<file path="config.mk">
export PLATFORM = sky130hd
export DESIGN_NAME = key_buzzer_beep_ctrl
export DESIGN_NICKNAME = d
export VERILOG_FILES = /design/src/rtl/key_buzzer_beep_ctrl.sv
export SDC_FILE = /design/constraint.sdc
export NUM_CORES = 1
export LEC_CHECK = 0
export CORE_ASPECT_RATIO = 1.25
export CORE_MARGIN = 1.5
export CORE_UTILIZATION = 60
export CTS_CLUSTER_DIAMETER = 50
export DETAILED_ROUTE_END_ITERATION = 10
export HOLD_SLACK_MARGIN = 0.02
export PLACE_DENSITY = 0.84
export SYNTH_ARGS = -nofsm -noshare
export SYNTH_HDL_FRONTEND = slang
export SYNTH_SLANG_ARGS = --single-unit
</file>
<file path="constraint.sdc">
create_clock -name CLK -period 5.9 [get_ports CLK]
set_input_delay 1.77 -clock CLK [delete_from_list [all_inputs] [get_ports CLK]]
set_output_delay 1.77 -clock CLK [all_outputs]
set_load 0.005 [all_outputs]
</file>
<file path="src/rtl/key_buzzer_beep_ctrl.sv">
// Buzzer beep sequencer: each debounced key press plays a burst of BEEP_NUM tone beeps.
// Presses arriving mid-burst are queued (up to PEND_MAX) and played back to back.
module key_buzzer_beep_ctrl #(
  parameter logic [15:0] T1MS        = 16'd49_999,
  parameter logic [15:0] TONE_HALF   = 16'd12_499,
  parameter logic [15:0] BEEP_ON_MS  = 16'd100,
  parameter logic [15:0] BEEP_OFF_MS = 16'd100,
  parameter logic [3:0]  BEEP_NUM    = 4'd2,
  parameter logic [1:0]  PEND_MAX    = 2'd3
) (
  input  logic CLK,
  input  logic RSTn,
  input  logic Key_Pulse,
  input  logic Mute,
  output logic Buzzer_Out,
  output logic Busy,
  output logic Beep_Done
);

  typedef enum logic [1:0] {IDLE, ON, OFF, DONE} state_t;

  state_t      state, next_state;
  logic [15:0] cyc, ms, tcnt;
  logic [3:0]  beep_idx;
  logic [1:0]  pending, next_pending;
  logic        tone;
  logic        on_end, off_end;
  logic [2:0]  avail;

  assign on_end  = (ms == BEEP_ON_MS - 16'd1) && (cyc == T1MS);
  assign off_end = (ms == BEEP_OFF_MS - 16'd1) && (cyc == T1MS);

  // A press landing on the DONE cycle counts towards the queue, still capped at PEND_MAX
  always_comb begin
    avail = {1'b0, pending} + {2'b00, Key_Pulse};
    if (avail > {1'b0, PEND_MAX})
      avail = {1'b0, PEND_MAX};
  end

  always_comb begin
    next_state   = state;
    next_pending = pending;
    case (state)
      IDLE: begin
        if (Key_Pulse)
          next_state = ON;
      end
      ON: begin
        if (Key_Pulse && (pending < PEND_MAX))
          next_pending = pending + 2'd1;
        if (on_end)
          next_state = OFF;
      end
      OFF: begin
        if (Key_Pulse && (pending < PEND_MAX))
          next_pending = pending + 2'd1;
        if (off_end)
          next_state = (beep_idx < BEEP_NUM - 4'd1) ? ON : DONE;
      end
      DONE: begin
        if (avail != 3'd0) begin
          next_state   = ON;
          next_pending = avail[1:0] - 2'd1;
        end else begin
          next_state = IDLE;
        end
      end
      default: next_state = IDLE;
    endcase
  end

  always_ff @(posedge CLK or negedge RSTn) begin
    if (!RSTn) begin
      state   <= IDLE;
      pending <= 2'd0;
    end else begin
      state   <= next_state;
      pending <= next_pending;
    end
  end

  // Millisecond timebase restarts on every state entry, so each phase is counted from zero
  always_ff @(posedge CLK or negedge RSTn) begin
    if (!RSTn) begin
      cyc <= 16'd0;
      ms  <= 16'd0;
    end else if ((next_state != state) || ((state != ON) && (state != OFF))) begin
      cyc <= 16'd0;
      ms  <= 16'd0;
    end else if (cyc == T1MS) begin
      cyc <= 16'd0;
      ms  <= ms + 16'd1;
    end else begin
      cyc <= cyc + 16'd1;
    end
  end

  always_ff @(posedge CLK or negedge RSTn) begin
    if (!RSTn)
      beep_idx <= 4'd0;
    else if ((state == OFF) && (next_state == ON))
      beep_idx <= beep_idx + 4'd1;
    else if ((state == IDLE) || (state == DONE))
      beep_idx <= 4'd0;
  end

  // Tone starts high on every ON entry so each beep has the same waveform
  always_ff @(posedge CLK or negedge RSTn) begin
    if (!RSTn) begin
      tone <= 1'b0;
      tcnt <= 16'd0;
    end else if (next_state != ON) begin
      tone <= 1'b0;
      tcnt <= 16'd0;
    end else if (state != ON) begin
      tone <= 1'b1;
      tcnt <= 16'd0;
    end else if (tcnt == TONE_HALF) begin
      tone <= ~tone;
      tcnt <= 16'd0;
    end else begin
      tcnt <= tcnt + 16'd1;
    end
  end

  assign Buzzer_Out = tone & ~Mute;
  assign Busy       = (state != IDLE);
  assign Beep_Done  = (state == DONE);

endmodule

</file>
After elaboration in Yosys (flattened, before gate mapping)
Cells that the tools add are included.
- register bits: 57
- output and inout bits: 3
- multiplexer cells: 22
- add/sub/neg operators: 7
- reductions and logical operators: 15
- order comparisons: 3
- bitwise gates (word level): 3
- equal/unequal tests: 13
- operators with widths (operator ; count):
    $mux 16 ; 7
    $add 16x1->16 const B ; 3
    $eq 16x14->1 const B ; 1
    $eq 16x16->1 const B ; 1
    $eq 16x7->1 const B ; 1
    $mux 2 ; 6
    $mux 4 ; 2
    $ne 2x1->1 const B ; 4
    $pmux 2 s4 ; 1
    $reduce_bool 2->1 ; 4
    $reduce_bool 3->1 ; 2
    $add 4x1->4 const B ; 1
    $eq 2x1->1 const B ; 2
    $eq 2x2->1 const B ; 2
    $logic_and 1x1->1 ; 4
    $lt 4x1->1 const B ; 1
    $mux 1 ; 4
    $pmux 2 s2 ; 1
    $add 2x1->3 ; 1
    $gt 3x2->1 const B ; 1
    $mux 3 ; 1
    $reduce_and 3->1 ; 1
    $add 2x1->2 const B ; 1
    $logic_not 2->1 ; 1
    other kinds (8) ; 10

Depth between registers and ports, before layout
- word-level depth: 9
- depth in mapped cells: 11
- gate-level depth less buffers: 8

Worst setup path before layout
No wires, ideal clock.
- path type: input to register
- start: input port Key_Pulse
- end: register cyc[10]
- stages on the path: 9
- setup slack: 2.213 ns
- setup time: 0.136 ns
- data arrival time: 3.551 ns
- cell sequence: ha_1 -> a21oi_1 -> ha_1 -> inv_1 -> a211oi_1 -> a2bb2oi_1 -> a22oi_1 -> clkbuf_1 -> nor3_1
- word-level cells in the longest chain between the ends: 9
- elaborated cells between the ends (all ways): 10
- those cells by class: add/sub: 1; order compare: 1; eq/ne: 1; mux: 5; reduce/logical: 2
- ends and longest elaborated chain (what ; RTL line ; source):
    from (decl) ; 13 ; input logic Key_Pulse,
    $add 2x1->3 ; 35 ; avail = {1'b0, pending} + {2'b00, Key_Pulse};
    $gt 3x2->1 ; 36 ; if (avail > {1'b0, PEND_MAX})
    $mux 3 ; 36 ;
    $reduce_bool 3->1 ; 61 ; if (avail != 3'd0) begin
    $mux 1 ; 61 ;
    $pmux 2 s4 (*) ; 43 ; case (state)
    $ne 2x2->1 (*) ; 87 ; end else if ((next_state != state) || ((state != ON) && (state != OFF))) begin
    $logic_or 1x1->1 (*) ; 87 ;
    $mux 16 (*) ; 87 ;
    to (signal assigned) ; 94 ; cyc <= cyc + 16'd1;
    to (decl) ; 23 ; logic [15:0] cyc, ms, tcnt;
Mark *: on every way between the ends. The rest lies on a longest branch, timed or not.
A chain may end at the register's enable or synchronous reset.

Worst setup path in the final report
- start: input port Mute
- end: output port Buzzer_Out
- word-level cells in the longest chain between the ends: 2
- ends and longest elaborated chain (what ; RTL line ; source):
    from (decl) ; 14 ; input logic Mute,
    $not 1->1 ; 126 ; assign Buzzer_Out = tone & ~Mute;
    $and 1x1->1 ; 126 ;
    to (decl) ; 15 ; output logic Buzzer_Out,
No other way between the ends.

==> metrics <==
Main synth FF type dfrtp_1; Iteration-0 DRC Markers 177; die area 6107 um^2; final antenna-violating net count 0; minimum clock period 4.556 ns; area grow syn2layout 6.132%; RSZ-0062 raised after global routing false; Setup Fix Bufs, Post-CTS 0; via count 2,612; Fin. Hold Viols 0; placed wire-length estimate 4.327 mm; Worst R2R End tcnt[6]$_DFF_PN0_; maximum vdd drop 0.0001508 V; CP max stage cell clkdlybuf4s50_1; fin nets 364; PnR worst setup slack 1.344 ns; Lkg Pwr 1.457 nW; I/O pin count 7; Critical Path Start Type input pin; worst-path cell chain clkdlybuf4s50_1 -> nor2b_1 -> clkdlybuf4s50_1; crit path DAT 2.79 ns; Yosys reg bits 57; Post-synth EDFFs 0; Avg Inst Size Synth 9.761 um^2; Synth Instances 347; Clock Latency Late Sink 0.33 ns; vias in the first global route 2,535; Post-CTS Hold Buffers 0; Critical Path Max Stage Delay 0.50 ns; fin area 3595 um^2; worst slew pin tran 1.053 ns; R2R Setup Slk 3.03 ns; Max Root-Sink Buffers 2; Mapped Nets 364; fin crit share 77.22%; CP dominant cell by count clkdlybuf4s50_1; endpoints failing setup 0; CTS resizes 0; pre-CTS WS 1.300 ns; Die Wd 70.20 um; status completed; DRC Markers 0; largest net degree at the start of global routing 58; Netlist cell types 47; die height 87 um; Antenna diodes 0; Yosys warnings 0; Max Freq 219.5 MHz; hold depth 1; clock-pin slew on the worst setup and hold paths 0.06 ns; RD Place Congestion 0.8559; initial core utilization 62.23%; Netlist Area Pre-Place 3387 um^2; sequential fraction of the synthesis area 42.11%; Max transition margin 29.81%; worst hold path class flip-flop to flip-flop; Pins Over Slew Limit 0; worst-path fanout max 1; Overflow after GRT 0; Top Layer Used met4; Core Region 5443 um^2; commonest non-fill, non-tap cell in the layout dfrtp_1; CTS H-tree lvls 3; row count 30; met3 WL 214 um; CP Class input pin to output pin; TritonCTS Sinks 57; most frequent cells in the layout dfrtp_1 (57), nor3_1 (37), xor2_1 (24), xnor2_1 (22); setup TNS 0 ns; Power Density 303.2 nW/um^2; R2R depth 8; Vias/cell 6.340; CTS Buf Count 9; Port Buffers 6; share of cells above drive strength 1 10.92%; CP Capture Type output pin; post-synthesis async set-or-reset flop share 100.0%; FF-to-FF Start pending[0]$_DFFE_PN0P_; Final Skew 0.01198 ns; GRT Overall Usage 23.99%; M1 wire length 2.955 mm; first drt pass iteration count 4; CTS tree done; met2 wire len 3.495 mm; Root Driver clkbuf_8; Hold Path End cyc[0]$_DFF_PN0_; antenna violations before repair 0; hold_sp cyc[0]$_DFF_PN0_; fillers 432; Worst EP required 4.13 ns; drt wl/cell 16.46 um; first-pass GRT wire length 11.72 mm; Cell Area, Placed 3438 um^2; drt total wl 6.782 mm; max-cap violations 0
-- cells in the mapped netlist (13+ instances only) --
library cell,instances,share of area (%)
nand3_1,21,3.1
clkbuf_1,15,1.7
xor2_1,24,6.2
ha_1,13,4.8
nor4_1,21,3.9
nor2_1,13,1.4
inv_1,15,1.7
dfrtp_1,57,42
xnor2_1,22,5.7
nand4_1,13,2.4
nand2_1,19,2.1
nor3_1,37,5.5
-- area by class of cell --
cell class	instances	area (um^2)	share of cell area (%)
flip-flops and latches	57	1426	39.68
well taps	64	80.08	2.228
multi-input cells	256	1805	50.23
repair buffers	8	70.07	1.949
inverters	15	56.30	1.566
clock buffers	11	151.4	4.212
clock inverters	1	5.005	0.1392
-- through the flow --
| step | util (%) | hold slack (ns) | total power, mW | instances |
|---|---|---|---|---|
| 2_1_floorplan | - | 0.4436 | 0.7289 | 347 |
| 3_3_place_gp | 63.17 | 0.4597 | 0.7788 | 400 |
| 5_1_grt | 66.05 | 0.4814 | 1.152 | 412 |
| 6_report | 66.05 | 0.4720 | 1.090 | 412 |
| 4_1_cts | 66.05 | 0.4700 | 1.097 | 412 |
| 3_5_place_dp | 63.17 | 0.4619 | 0.7870 | 400 |
-- worst max-delay path by stage --
stage | startpoint | endpoint | slack, ns | cells after the start
global placement | Mute | Buzzer_Out | 1.36 | 3
floorplan | Key_Pulse | cyc[10]$_DFF_PN0_ | 2.21 | 9
CTS | Mute | Buzzer_Out | 1.34 | 3
detailed placement | Key_Pulse | tcnt[3]$_DFF_PN0_ | 1.30 | 9
global route | Mute | Buzzer_Out | 1.32 | 3
finish | Mute | Buzzer_Out | 1.34 | 3
-- cell families after synthesis --
group | synth area share [%]
compound gates | 5.172
flops | 42.11
simple gates | 30.40
mux | 0.8866
fa+ha+maj | 4.802
xor+xnor | 11.89
buf+inv | 4.728
-- worst max-delay path: cells and delay by family --
family | cells | cell delay (ns)
AND/OR/NAND/NOR | 1 | 0.11
buffers and inverters | 2 | 0.90
-- power by group --
group | internal [mW] | total [mW] | switching, mW
clock network | 0.165 | 0.304 | 0.139
logic | 0.103 | 0.339 | 0.236
registers | 0.416 | 0.447 | 0.0306
total | 0.684 | 1.09 | 0.406
-- state kept, by name (all words and copies together) (netlist names) --
| name | flops |
|---|---|
| tone | 1 |
| tcnt | 16 |
| ms | 16 |
| cyc | 16 |
| state | 2 |
| pending | 2 |
| beep_idx | 4 |
-- metal layers --
layer / vias up / global-route usage [%]
li1: 1258 / -
met3: 13 / 4.167
met1: 1290 / 29.95
met2: 51 / 40.17
met4: 0 / 12.24
met5: - / 0
No activity file was read; power rests on OpenSTA's default activity.
